$ cat src/rtl/hpi_pkg.sv
// Shared types and constants for the HPI bus sequencer/arbiter.
package hpi_pkg;

  localparam int unsigned HPI_DW = 16;

  localparam logic [1:0] HPI_DATA    = 2'd0;
  localparam logic [1:0] HPI_MAILBOX = 2'd1;
  localparam logic [1:0] HPI_ADDRESS = 2'd2;
  localparam logic [1:0] HPI_STATUS  = 2'd3;

  typedef enum logic [2:0] {
    IDLE,
    SETUP,
    STROBE,
    HOLD,
    RECOVER
  } hpi_state_e;

endpackage

$ cat src/rtl/hpi_bus_arbiter.sv
// Two-port round-robin arbiter and strobe sequencer for the 16-bit HPI bus.
module hpi_bus_arbiter
  import hpi_pkg::*;
#(
  parameter int unsigned SETUP_CYC   = 1,
  parameter int unsigned STROBE_CYC  = 4,
  parameter int unsigned HOLD_CYC    = 1,
  parameter int unsigned RECOVER_CYC = 2
) (
  input  logic              clk_clk,
  input  logic              reset_reset_n,
  input  logic              m0_req,
  input  logic              m0_we,
  input  logic [1:0]        m0_addr,
  input  logic [HPI_DW-1:0] m0_wdata,
  output logic              m0_ack,
  output logic [HPI_DW-1:0] m0_rdata,
  input  logic              m1_req,
  input  logic              m1_we,
  input  logic [1:0]        m1_addr,
  input  logic [HPI_DW-1:0] m1_wdata,
  output logic              m1_ack,
  output logic [HPI_DW-1:0] m1_rdata,
  output logic              busy,
  output logic              hpi_cs_n,
  output logic              hpi_rd_n,
  output logic              hpi_wr_n,
  output logic [1:0]        hpi_addr,
  output logic [HPI_DW-1:0] hpi_dout,
  output logic              hpi_dout_en,
  input  logic [HPI_DW-1:0] hpi_din
);

  localparam logic [3:0] SETUP_LD   = 4'(SETUP_CYC - 1);
  localparam logic [3:0] STROBE_LD  = 4'(STROBE_CYC - 1);
  localparam logic [3:0] HOLD_LD    = 4'(HOLD_CYC - 1);
  localparam logic [3:0] RECOVER_LD = 4'(RECOVER_CYC - 1);

  hpi_state_e        state_q, state_d;
  logic [3:0]        cnt_q, cnt_d;
  logic              last_q, last_d;
  logic              gnt_q, gnt_d;
  logic              we_q, we_d;
  logic [1:0]        addr_q, addr_d;
  logic [HPI_DW-1:0] wdata_q, wdata_d;
  logic              cs_n_q, cs_n_d;
  logic              rd_n_q, rd_n_d;
  logic              wr_n_q, wr_n_d;
  logic              den_q, den_d;
  logic              ack0_q, ack0_d;
  logic              ack1_q, ack1_d;
  logic [HPI_DW-1:0] rdata0_q, rdata0_d;
  logic [HPI_DW-1:0] rdata1_q, rdata1_d;
  logic              capture;

  // State, interval counter and latched transaction registers.
  always_ff @(posedge clk_clk or negedge reset_reset_n) begin
    if (!reset_reset_n) begin
      state_q <= IDLE;
      cnt_q   <= '0;
      last_q  <= 1'b1;
      gnt_q   <= 1'b0;
      we_q    <= 1'b0;
      addr_q  <= HPI_DATA;
      wdata_q <= '0;
    end else begin
      state_q <= state_d;
      cnt_q   <= cnt_d;
      last_q  <= last_d;
      gnt_q   <= gnt_d;
      we_q    <= we_d;
      addr_q  <= addr_d;
      wdata_q <= wdata_d;
    end
  end

  // Next state: arbitration in IDLE, counter-paced phase sequencing elsewhere.
  always_comb begin
    state_d = state_q;
    cnt_d   = cnt_q;
    last_d  = last_q;
    gnt_d   = gnt_q;
    we_d    = we_q;
    addr_d  = addr_q;
    wdata_d = wdata_q;
    case (state_q)
      IDLE: begin
        if (m0_req || m1_req) begin
          // On a tie the port not granted last time wins.
          gnt_d   = (m0_req && m1_req) ? ~last_q : m1_req;
          last_d  = gnt_d;
          we_d    = gnt_d ? m1_we    : m0_we;
          addr_d  = gnt_d ? m1_addr  : m0_addr;
          wdata_d = gnt_d ? m1_wdata : m0_wdata;
          state_d = SETUP;
          cnt_d   = SETUP_LD;
        end
      end
      SETUP: begin
        if (cnt_q == '0) begin
          state_d = STROBE;
          cnt_d   = STROBE_LD;
        end else begin
          cnt_d = cnt_q - 4'd1;
        end
      end
      STROBE: begin
        if (cnt_q == '0) begin
          state_d = HOLD;
          cnt_d   = HOLD_LD;
        end else begin
          cnt_d = cnt_q - 4'd1;
        end
      end
      HOLD: begin
        if (cnt_q == '0) begin
          state_d = RECOVER;
          cnt_d   = RECOVER_LD;
        end else begin
          cnt_d = cnt_q - 4'd1;
        end
      end
      RECOVER: begin
        if (cnt_q == '0) begin
          state_d = IDLE;
          cnt_d   = '0;
        end else begin
          cnt_d = cnt_q - 4'd1;
        end
      end
      default: begin
        state_d = IDLE;
        cnt_d   = '0;
      end
    endcase
  end

  // Output next values, decoded from the upcoming state so pins are registered.
  always_comb begin
    cs_n_d   = !(state_d inside {SETUP, STROBE, HOLD});
    rd_n_d   = !((state_d == STROBE) && !we_d);
    wr_n_d   = !((state_d == STROBE) && we_d);
    den_d    = we_d && !cs_n_d;
    ack0_d   = (state_q == HOLD) && (state_d == RECOVER) && !gnt_q;
    ack1_d   = (state_q == HOLD) && (state_d == RECOVER) && gnt_q;
    capture  = (state_q == STROBE) && (cnt_q == '0) && !we_q;
    rdata0_d = (capture && !gnt_q) ? hpi_din : rdata0_q;
    rdata1_d = (capture && gnt_q)  ? hpi_din : rdata1_q;
  end

  // Registered HPI controls, acks and read-data holding registers.
  always_ff @(posedge clk_clk or negedge reset_reset_n) begin
    if (!reset_reset_n) begin
      cs_n_q   <= 1'b1;
      rd_n_q   <= 1'b1;
      wr_n_q   <= 1'b1;
      den_q    <= 1'b0;
      ack0_q   <= 1'b0;
      ack1_q   <= 1'b0;
      rdata0_q <= '0;
      rdata1_q <= '0;
    end else begin
      cs_n_q   <= cs_n_d;
      rd_n_q   <= rd_n_d;
      wr_n_q   <= wr_n_d;
      den_q    <= den_d;
      ack0_q   <= ack0_d;
      ack1_q   <= ack1_d;
      rdata0_q <= rdata0_d;
      rdata1_q <= rdata1_d;
    end
  end

  assign busy        = (state_q != IDLE);
  assign hpi_cs_n    = cs_n_q;
  assign hpi_rd_n    = rd_n_q;
  assign hpi_wr_n    = wr_n_q;
  assign hpi_addr    = addr_q;
  assign hpi_dout    = wdata_q;
  assign hpi_dout_en = den_q;
  assign m0_ack      = ack0_q;
  assign m1_ack      = ack1_q;
  assign m0_rdata    = rdata0_q;
  assign m1_rdata    = rdata1_q;

endmodule

$ cat config.mk
export PLATFORM = sky130hd
export DESIGN_NAME = hpi_bus_arbiter
export DESIGN_NICKNAME = d
export VERILOG_FILES = /design/src/rtl/hpi_pkg.sv /design/src/rtl/hpi_bus_arbiter.sv
export SDC_FILE = /design/constraint.sdc
export NUM_CORES = 1
export LEC_CHECK = 0
export ABC_AREA = 1
export ABC_CLOCK_PERIOD_IN_PS = 1600
export CORE_ASPECT_RATIO = 1.4
export CORE_MARGIN = 4
export CORE_UTILIZATION = 56
export DETAILED_ROUTE_END_ITERATION = 8
export DONT_BUFFER_PORTS = 1
export GPL_TIMING_DRIVEN = 0
export PLACE_DENSITY_LB_ADDON = 0.1
export SLEW_MARGIN = 5
export SYNTH_ARGS = -nofsm -noshare
export SYNTH_HDL_FRONTEND = slang
export SYNTH_SLANG_ARGS = --single-unit
$ cat constraint.sdc
create_clock -name clk_clk -period 1.6 [get_ports clk_clk]
set_clock_uncertainty 0.2 [all_clocks]
set_input_delay 0.08 -clock clk_clk [delete_from_list [all_inputs] [get_ports clk_clk]]
set_output_delay 0.08 -clock clk_clk [all_outputs]
set_load 0.05 [all_outputs]
==> results.md, run 1 <==
- Met2 Usage GRT: about two fifths
- Grt total ovfl: 0
- Fin crit share: 112%
- Initial DRC count: between 100 and 150
- Slew headroom: between 60% and 70%
- DRC Markers: 0
- Crit path top cell by count: nand2_1
- Synthesized flop and latch total: 66
- Critical path's slowest cell: dfstp_2
- Crit-path cells: nand2_1 > nand2_1 > inv_1 > clkbuf_2 > o21ai_0 > o21ai_1
- Met1 usage: 26.8%
- GPL Wtd Cong: between 0.7 and 0.8
- # placed instances: approximately 400
- Post-route cell area: ~4200 um^2
- Filler-free cell count of the finished design: just under 500
- Clk pin slew, worst setup/hold paths: around 0.080 ns
- Clk sinks: 66
- CTS Root Cell: clkbuf_8
- Die W: between 60 and 70 um
- GR peak layer: met2
- Crit path arrival time: ~1.8 ns
- Worst setup path endpoint: hpi_dout[9]
- Hold WS: -0.779 ns
- Dominant synthesized flop cell: dfrtp_1
- Boundary Pins: about 120
- Antenna Nets Post-Route: 0
- Clk pwr share: 12.3%
- Startpoint types: flip-flop
- Max cap viols: 0
- Final hold violation count: 66
- PnR worst setup slack: -0.194 ns
- Clk buf depth: 2
- # rows: 31
- VDD IR max: around 1400 uV
- Sw frac: roughly 55%
- Full die area: between 6000 and 7000 um^2
- Unique masters post-synth: 29
- NumNets Final: between 400 and 500
- Initial core utilization: 57.7%
- CTS tree: yes
- Syn Area/Cell: 9.19 um^2
- Final setup violating endpoints: 28
- Most frequent cells after synthesis: 77 x nand2_1, 62 x dfrtp_1, 29 x nor2_1
- Worst R2R Path Depth: 6
- Port Buffer Count: 0
- Cell Pwr Density: approximately 2500 nW/um^2
- Flop-to-flop setup slack: -0.19 ns
- P_sw: between 5 and 6 mW
- Placed Area: just over 3000 um^2
- Leak pwr: between 2 and 2.5 nW
- FF-to-FF Start: last_q
- First-pass GRT wire length: around 12 mm
- Cts hold-fix bufs: 56
- P_int: 4.67 mW
- Vias in the first global route: about 2700
- Number of synthesized flops with an enable pin: 0
- Max Fanout on Critical Path: 10
- WL/cell: roughly 19 um
- Synthesis-to-finish area growth: 42.0%
- DP HPWL: about 4.6 mm
- WS Path Type: reg -> reg
- CP Capture Type: flip-flop
- Initial antenna violation count: 0
- Tightest Pin Transition: 0.567 ns
- CORE AREA: 5160 um^2
- Routed WL: approximately 9.3 mm
- HP Class: in -> async
- Most common cell in the netlist: nand2_1
- Later-pin clock latency in the skew report: 0.35 ns
- Via count: 2734
- Violated checks: hold timing, setup timing
- Die H: 94.3 um
- Fraction of layout cells with a size suffix above 1: approximately a third
- Syn Nets: about 380
- Syn Inst Count: about 320
- Data required, critical path: ~1.6 ns
- DRT Pass-1 Iters: 6
- Cts bufs inserted: 9
- Final Max Tran Viols: 0
- Status: finished with violations
- Largest net degree at the start of global routing: 67
- Sequential share of the synthesized area: between 50% and 60%
- H-tree levels: 3
- Reg power frac: roughly 53%
- CP startpoint: last_q
- Fmax: ~560 MHz
- Final min period: 1.79 ns
- Yosys Warn Count: 0
- Top cells by area, synth: dfrtp_1 52%, nand2_1 9.7%, o21ai_2 6.5%
- Async S/R FF share, synth: 100%
- Synth area leader: dfrtp_1
- Synth top area share: 52.1%
- N_diodes: 0
- Drt via density: between 5 and 6
- FILL cells: 288
- Comb pwr share: a little over a third
- Mapped cell area: between 2000 and 3000 um^2
- GRT Total Usage: about a quarter
- Biggest cell delay along the critical path: around 0.56 ns
- Finished Core Util: approximately four fifths
- Unrepaired setup endpoints after global routing: true
- Worst reg2reg endpoint: hpi_dout[9]
- Met3 usage: roughly 7.0%
[cells by family after synthesis]
group / count (synthesis) / share of synthesized area, %
buf+inv: 45 / 7.31
simple gates: 134 / 20.2
xor+xnor: 2 / 0.588
flops: 66 / 55.6
fa+ha+maj: 2 / 0.840
compound gates: 75 / 15.5
[power groups by stage]
stage | combinational, mW | sequential, mW | clock (mW)
after floorplan | 1.94 | 5.30 | 0
after global placement | 2.23 | 5.48 | 0
after detailed placement | 2.31 | 5.49 | 0
after CTS | 2.63 | 5.47 | 1.28
after global routing | 3.94 | 5.62 | 1.39
final | 3.63 | 5.54 | 1.29
[routing by layer]
| metal | vias up | part of all wire, % |
|---|---|---|
| met2 | 163 | 54 |
| met1 | 1328 | 34 |
| met3 | 30 | 8.4 |
| li1 | 1213 | - |
| met5 | - | 0 |
| met4 | 0 | 3.7 |
[stage by stage]
stage | hold slack (ns) | total power, mW | setup TNS, ns | setup WS [ns]
floorplan | -0.416 | 7.24 | -0.000220 | -0.000220
global route | -0.792 | 11.0 | -6.04 | -0.214
finish | -0.779 | 10.5 | -2.17 | -0.194
detailed placement | -0.414 | 7.80 | -6.46 | -0.189
CTS | -0.789 | 9.38 | -0.353 | -0.0338
global placement | -0.414 | 7.71 | -5.47 | -0.164
[sequential cells by signal, summed over array words and instances, names as in the netlist]
| register | count |
|---|---|
| hpi_wr_n | 1 |
| hpi_dout_en | 1 |
| hpi_dout | 16 |
| we_q | 1 |
| last_q | 1 |
| state_q | 3 |
| m0_rdata | 16 |
| m0_ack | 1 |
| gnt_q | 1 |
| m1_ack | 1 |
| cnt_q | 4 |
| hpi_addr | 2 |
| hpi_cs_n | 1 |
| m1_rdata | 16 |
| hpi_rd_n | 1 |
[how the worst min path moves through the flow]
stage	start	endpoint	depth (start not counted)
5_1_grt	reset_reset_n	hpi_dout[2]	0
3_5_place_dp	reset_reset_n	m0_rdata[4]	0
3_3_place_gp	reset_reset_n	m0_rdata[3]	0
6_report	reset_reset_n	hpi_dout[2]	0
2_1_floorplan	reset_reset_n	cnt_q[0]	0
4_1_cts	reset_reset_n	m1_rdata[8]	0
[final cells by class]
cell class | instances | area, um^2 | share of cell area [%]
sequential | 66 | 1660 | 39.3
multi-input combinational | 213 | 1290 | 30.4
timing repair buffer | 76 | 749 | 17.7
buffer | 14 | 144 | 3.40
clock buffer | 10 | 138 | 3.25
inverter | 31 | 126 | 2.99
tap | 66 | 82.6 | 1.95
clock inverter | 6 | 42.5 | 1.01
[cells in the final DEF, fill, tap and decap left out, types with 3 or more instances in the layout]
cell type      count
dfrtp_1           59
dlygate4sd3_1     56
nand2_1           53
o21ai_2           31
nor2_1            28
o21ai_1           28
inv_1             25
nand2_2           19
buf_4             17
o21ai_0           14
nand3_1           10
clkbuf_8          10
buf_6              8
nand2_4            7
nand3_2            4
dfstp_2            4
inv_2              3
nor2_2             3
clkbuf_2           3
buf_8              3
dfrtp_2            3
[critical path, delay by kind of cell (launching register included)]
family	cells	cell delay, ns
buf+inv	2	0.29
simple gates	2	0.25
compound gates	2	0.38
flops	1	0.56
[what timing repair did]
item | 4_1_cts | 5_1_grt
gates cloned | 0 | 4
pin swaps | 5 | 8
setup buffers | 8 | 8
resized for setup | 9 | 80
endpoints found under the hold margin | 126 | 66
setup endpoints to repair | 56 | 59
Power figures use the tool's default switching activity.
==> run 2: changes to the inputs <==
--- a/config.mk
+++ b/config.mk
@@ -9,7 +9,8 @@
 export ABC_CLOCK_PERIOD_IN_PS = 1600
 export CORE_ASPECT_RATIO = 1.4
 export CORE_MARGIN = 4
-export CORE_UTILIZATION = 56
+export CORE_UTILIZATION = 59
+export CTS_BUF_LIST = sky130_fd_sc_hd__clkbuf_2
 export DETAILED_ROUTE_END_ITERATION = 8
 export DONT_BUFFER_PORTS = 1
 export GPL_TIMING_DRIVEN = 0
==> run 2 against run 1 <==
Effect of this change: the flow still finishes with violations (hold timing, setup timing); die area down 4.6%; routed wire length up 2.0%; sequential share of layout area rose by 0.47 points; cell area is 1.2% lower.
==> results.md, run 2 (synthesis gave the netlist of run 1 again) <==
- WS Path Type: reg -> reg
- CP Capture Type: flip-flop
- Later-pin clock latency in the skew report: 0.51 ns
- Hold WS: -0.987 ns
- Bufs and invs on worst path: 1
- Initial DRC count: ~240
- Data required, critical path: approximately 1.8 ns
- P_sw: 5.76 mW
- Violated checks: hold timing, setup timing
- Biggest cell delay along the critical path: 0.50 ns
- HP Class: in -> async
- Slew headroom: 60.9%
- CTS Root Cell: clkbuf_2
- Initial antenna violation count: 0
- VDD IR max: around 1500 uV
- FILL cells: around 250
- Post-route cell area: about 4200 um^2
- Final min period: about 1.7 ns
- WL/cell: about 20 um
- Cts bufs inserted: 9
- Max cap viols: 0
- P_int: roughly 4.3 mW
- Tightest Pin Transition: roughly 0.59 ns
- Die W: roughly 68 um
- Fraction of layout cells with a size suffix above 1: between 30 and 40%
- Via count: ~2800
- Critical path's slowest cell: dfrtp_2
- Max Fanout on Critical Path: 10
- Cts hold-fix bufs: 56
- Crit-path cells: nor2_4 > nand2_8 > nor2_8 > buf_6 > o21ai_1 > o21ai_1
- Comb pwr share: ~36%
- Crit path arrival time: slightly below 2 ns
- Synthesis-to-finish area growth: 40.3%
- First-pass GRT wire length: 13.5 mm
- DRC Markers: 0
- Placed Area: a little over 3000 um^2
- CTS tree: yes
- Final total negative setup slack: -1.83 ns
- Fin crit share: 107%
- Clk sinks: 66
- H-tree levels: 3
- # rows: 30
- Routed WL: ~9.5 mm
- NumNets Final: ~470
- Final setup violating endpoints: 54
- Antenna Nets Post-Route: 0
- Status: finished with violations
- Boundary Pins: roughly 120
- Final Max Tran Viols: 0
- GRT Total Usage: approximately 29%
- Overall Power: 10.0 mW
- Largest net degree at the start of global routing: 67
- Cell Pwr Density: approximately 2400 nW/um^2
- Clk pwr share: 8.6%
- Initial core utilization: 61.0%
- Register area: approximately 1700 um^2
- Full die area: approximately 6300 um^2
- Multi-input combinational cell area: between 1000 and 1500 um^2
- Fmax: 586 MHz
- Crit path max-delay family: simple AND/OR/NAND/NOR gates
- Die H: 92.1 um
- N_diodes: 0
- PnR worst setup slack: -0.107 ns
- GPL Wtd Cong: 0.788
- Filler-free cell count of the finished design: approximately 480
- Port Buffer Count: 0
- Final hold violation count: 66
- Most frequent cells in the layout: 59 x dfrtp_1, 56 x nand2_1, 56 x dlygate4sd3_1
- Unrepaired setup endpoints after global routing: true
- DRT Pass-1 Iters: 4
- Sw frac: a little under three fifths
- Crit path top cell by count: o21ai_1
- Startpoint types: flip-flop
- Grt total ovfl: 0
- # placed instances: between 300 and 400
- CORE AREA: ~4900 um^2
- Reg power frac: 55.7%
- Leak pwr: roughly 2.0 nW
- Vias in the first global route: about 2800
- Clk pin slew, worst setup/hold paths: between 0.2 and 0.25 ns
- Clk buf depth: 2
- Most common cell after layout, fill and taps aside: dfrtp_1
- DP HPWL: between 4 and 5 mm
- Drt via density: ~6
run 2: final timing paths:
kind | from | endpoint | slack (ns) | depth (start not counted)
worst min register to register | last_q | last_q | 0.34 | 2
min in group clk_clk | hpi_din[4] | m0_rdata[4] | 0.06 | 3
worst max-delay path | state_q[1] | hpi_dout[4] | -0.11 | 6
worst max register to register | state_q[1] | hpi_dout[4] | -0.11 | 6
max in group asynchronous | reset_reset_n | hpi_cs_n | 1.96 | 0
worst min-delay path | reset_reset_n | hpi_dout[1] | -0.99 | 0
run 2: worst register-to-register path: stages (launching register included):
cell     delay [ns]
dfrtp_2        0.50
nor2_4         0.19
nand2_8        0.13
nor2_8         0.20
buf_6          0.17
o21ai_1        0.07
o21ai_1        0.20
run 2: power groups by stage:
stage	Clock [mW]	Sequential (mW)	Combinational, mW
floorplan	0	5.30	1.94
global placement	0	5.48	2.22
detailed placement	0	5.50	2.32
CTS	0.839	5.46	2.89
global route	0.919	5.66	3.89
finish	0.865	5.58	3.57
run 2: stage by stage:
| step | utilization (%) | setup slack, ns |
|---|---|---|
| after detailed placement | 62.9 | -0.215 |
| after global routing | 85.6 | -0.236 |
| after global placement | 62.9 | -0.164 |
| after floorplan | - | -0.000220 |
| final | 85.6 | -0.107 |
| after CTS | 81.1 | -0.0154 |
run 2: area by class of cell:
class	instances	share of cell area (%)
plain buffers	13	3.23
clock buffers	9	1.08
clock inverters	7	1.05
inverters	31	3.02
multi-input cells	213	30.7
flip-flops and latches	66	39.7
well taps	64	1.92
repair buffers	79	19.3
run 2: repair_timing:
action / 4_1_cts / 5_1_grt
endpoints found under the hold margin: 128 / 66
pin swaps: 1 / 10
setup buffers: 15 / 3
endpoints found under the setup margin: 60 / 60
gates cloned: 3 / 2
gates resized for setup: 26 / 72
run 2: per-layer routing:
layer	routed length (um)	vias to the layer above	share of wire (%)	global-route usage [%]
li1	-	1222	-	-
met1	3000	1360	32	29.2
met2	5160	192	55	52.5
met3	866	46	9.2	6.86
met4	422	0	4.5	12.9
met5	0	-	0	0
==> run 3: changes to the inputs <==
--- a/config.mk
+++ b/config.mk
@@ -14,6 +14,7 @@
 export DETAILED_ROUTE_END_ITERATION = 8
 export DONT_BUFFER_PORTS = 1
 export GPL_TIMING_DRIVEN = 0
+export MAX_ROUTING_LAYER = met4
 export PLACE_DENSITY_LB_ADDON = 0.1
 export SLEW_MARGIN = 5
 export SYNTH_ARGS = -nofsm -noshare
==> run 3 against run 2 <==
Effect of this change: the flow still finishes with violations (hold timing, setup timing); first-iteration DRC count is 19% higher; fmax is 6.7% lower; sequential power hardly changed; worst setup slack worse by 0.12 ns; critical path depth stayed put; die area stayed put; non-clock buffer count is 1 higher; flip-flop and latch count stayed put; global-route usage is 0.66 points higher; critical path type unchanged; critical endpoint is now hpi_dout[3]; largest cell class unchanged; largest power group unchanged.
==> results.md, run 3 (synthesis gave the netlist of run 1 again) <==
- Full die area: 6260 um^2
- CP Capture Type: flip-flop
- Max cap viols: 0
- H-tree levels: 3
- Most frequent cells in the layout: 59 x dfrtp_1, 56 x dlygate4sd3_1, 53 x nand2_1
- Hold WS: -1.01 ns
- GPL Wtd Cong: ~0.80
- Fin crit share: 114%
- Unrepaired setup endpoints after global routing: true
- Data required, critical path: 1.85 ns
- Crit path arrival time: around 2.1 ns
- Cts hold-fix bufs: 56
- Cts bufs inserted: 9
- Clk sinks: 66
- Antenna Nets Post-Route: 0
- Status: finished with violations
- Later-pin clock latency in the skew report: roughly 0.53 ns
- Clk buf depth: 2
- Synthesis-to-finish area growth: 40.6%
- Clk pin slew, worst setup/hold paths: around 0.22 ns
- Fraction of layout cells with a size suffix above 1: between 30% and 40%
- Fmax: around 550 MHz
- DRT Pass-1 Iters: 5
- Startpoint types: flip-flop
- Leak pwr: 1.98 nW
- Largest net degree at the start of global routing: 67
- Comb pwr share: between 30% and 40%
- Drt via density: a little under 6
- Final setup violating endpoints: 60
- VDD IR max: approximately 1600 uV
- Via count: around 2800
- First-pass GRT wire length: ~13 mm
- NumNets Final: between 400 and 500
- Violated checks: hold timing, setup timing
- Die H: 92.1 um
- Finished Core Util: 85.8%
- GRT Total Usage: 29.3%
- Final hold violation count: 66
- WL/cell: slightly above 20 um
- Slew headroom: between 60 and 70%
- # rows: 30
- N_diodes: 0
- Sw frac: between 50% and 60%
- Die W: 68.0 um
- Most common cell after layout, fill and taps aside: dfrtp_1
- WS Path Type: reg -> reg
- DP HPWL: around 4.8 mm
- Clk pwr share: under 10%
- P_sw: 5.83 mW
- DRC Markers: 0
- Routed WL: 9.91 mm
- Final min period: 1.83 ns
- Initial DRC count: 280
- Max Fanout on Critical Path: 6
- PnR worst setup slack: -0.229 ns
- P_int: 4.25 mW
- Final total negative setup slack: -2.98 ns
- CTS tree: yes
- Reg power frac: between 50% and 60%
- Tightest Pin Transition: just under 0.6 ns
- Boundary Pins: 115
- Final Max Tran Viols: 0
- Place WS: -0.215 ns
- HP Class: in -> async
- CORE AREA: between 4000 and 5000 um^2
- Port Buffer Count: 0
- Initial core utilization: 61.0%
- Grt total ovfl: 0
- Initial antenna violation count: 0
- Cell Pwr Density: approximately 2400 nW/um^2
- Vias in the first global route: roughly 2800
- CTS Root Cell: clkbuf_2
-- run 3: changes by cell type in the layout (fill, tap and decap cells not counted), sizes merged --
cell	before	now
buf	32	33
-- run 3: worst max-delay path, stage by stage, from the launching register on --
cell and delay (ns):
dfrtp_2 0.50, nor2_4 0.20, nand2_8 0.14, nor2_8 0.19, buf_4 0.17, o21ai_0 0.12
o21ai_1 0.23
-- run 3: per-layer routing --
layer | share of wire [%] | routed length [um] | up-vias | global-route usage (%)
met4 | 5.2 | 517 | 0 | 13.3
li1 | - | - | 1226 | -
met3 | 9.4 | 927 | 54 | 6.00
met5 | 0 | 0 | - | -
met1 | 32 | 3150 | 1364 | 29.3
met2 | 54 | 5310 | 193 | 52.4
-- run 3: worst paths after layout --
| check | startpoint | to | slack, ns | depth (start not counted) |
|---|---|---|---|---|
| setup / recovery | state_q[1] | hpi_dout[3] | -0.23 | 6 |
| hold / removal | reset_reset_n | m0_rdata[13] | -1.01 | 0 |
| setup reg to reg | state_q[1] | hpi_dout[3] | -0.23 | 6 |
| hold reg to reg | last_q | last_q | 0.31 | 2 |
| max in group asynchronous | reset_reset_n | hpi_rd_n | 1.97 | 0 |
| min in group clk_clk | hpi_din[7] | m0_rdata[7] | 0.03 | 3 |
-- run 3: power groups by stage --
stage          logic [mW]  registers, mW  clock network, mW
2_1_floorplan        1.94           5.30                  0
3_3_place_gp         2.22           5.48                  0
3_5_place_dp         2.32           5.50                  0
4_1_cts              2.89           5.46              0.839
5_1_grt              3.94           5.67              0.912
6_report             3.62           5.60              0.863
-- run 3: repair_timing --
action,in CTS,in global routing
pin swaps,1,8
hold endpoints to repair,128,66
setup buffers,15,3
gates cloned,3,3
gates resized for setup,26,65
setup endpoints to repair,60,59
-- run 3: layout make-up --
class | instances | area (um^2)
sequential | 66 | 1660
multi-input combinational | 213 | 1290
timing repair buffer | 80 | 811
fill | 249 | 692
buffer | 13 | 135
inverter | 31 | 124
tap | 64 | 80.1
clock buffer | 9 | 45.0
clock inverter | 7 | 43.8
-- run 3: metrics by stage --
| step | hold slack [ns] | cell area (um^2) | power (mW) | cells |
|---|---|---|---|---|
| finish | -1.01 | 4190 | 10.1 | 483 |
| global route | -0.995 | 4190 | 10.5 | 483 |
| CTS | -0.986 | 3960 | 9.19 | 477 |
| detailed placement | -0.414 | 3070 | 7.83 | 388 |
| global placement | -0.414 | 3070 | 7.70 | 388 |
| floorplan | -0.416 | 2990 | 7.24 | 324 |
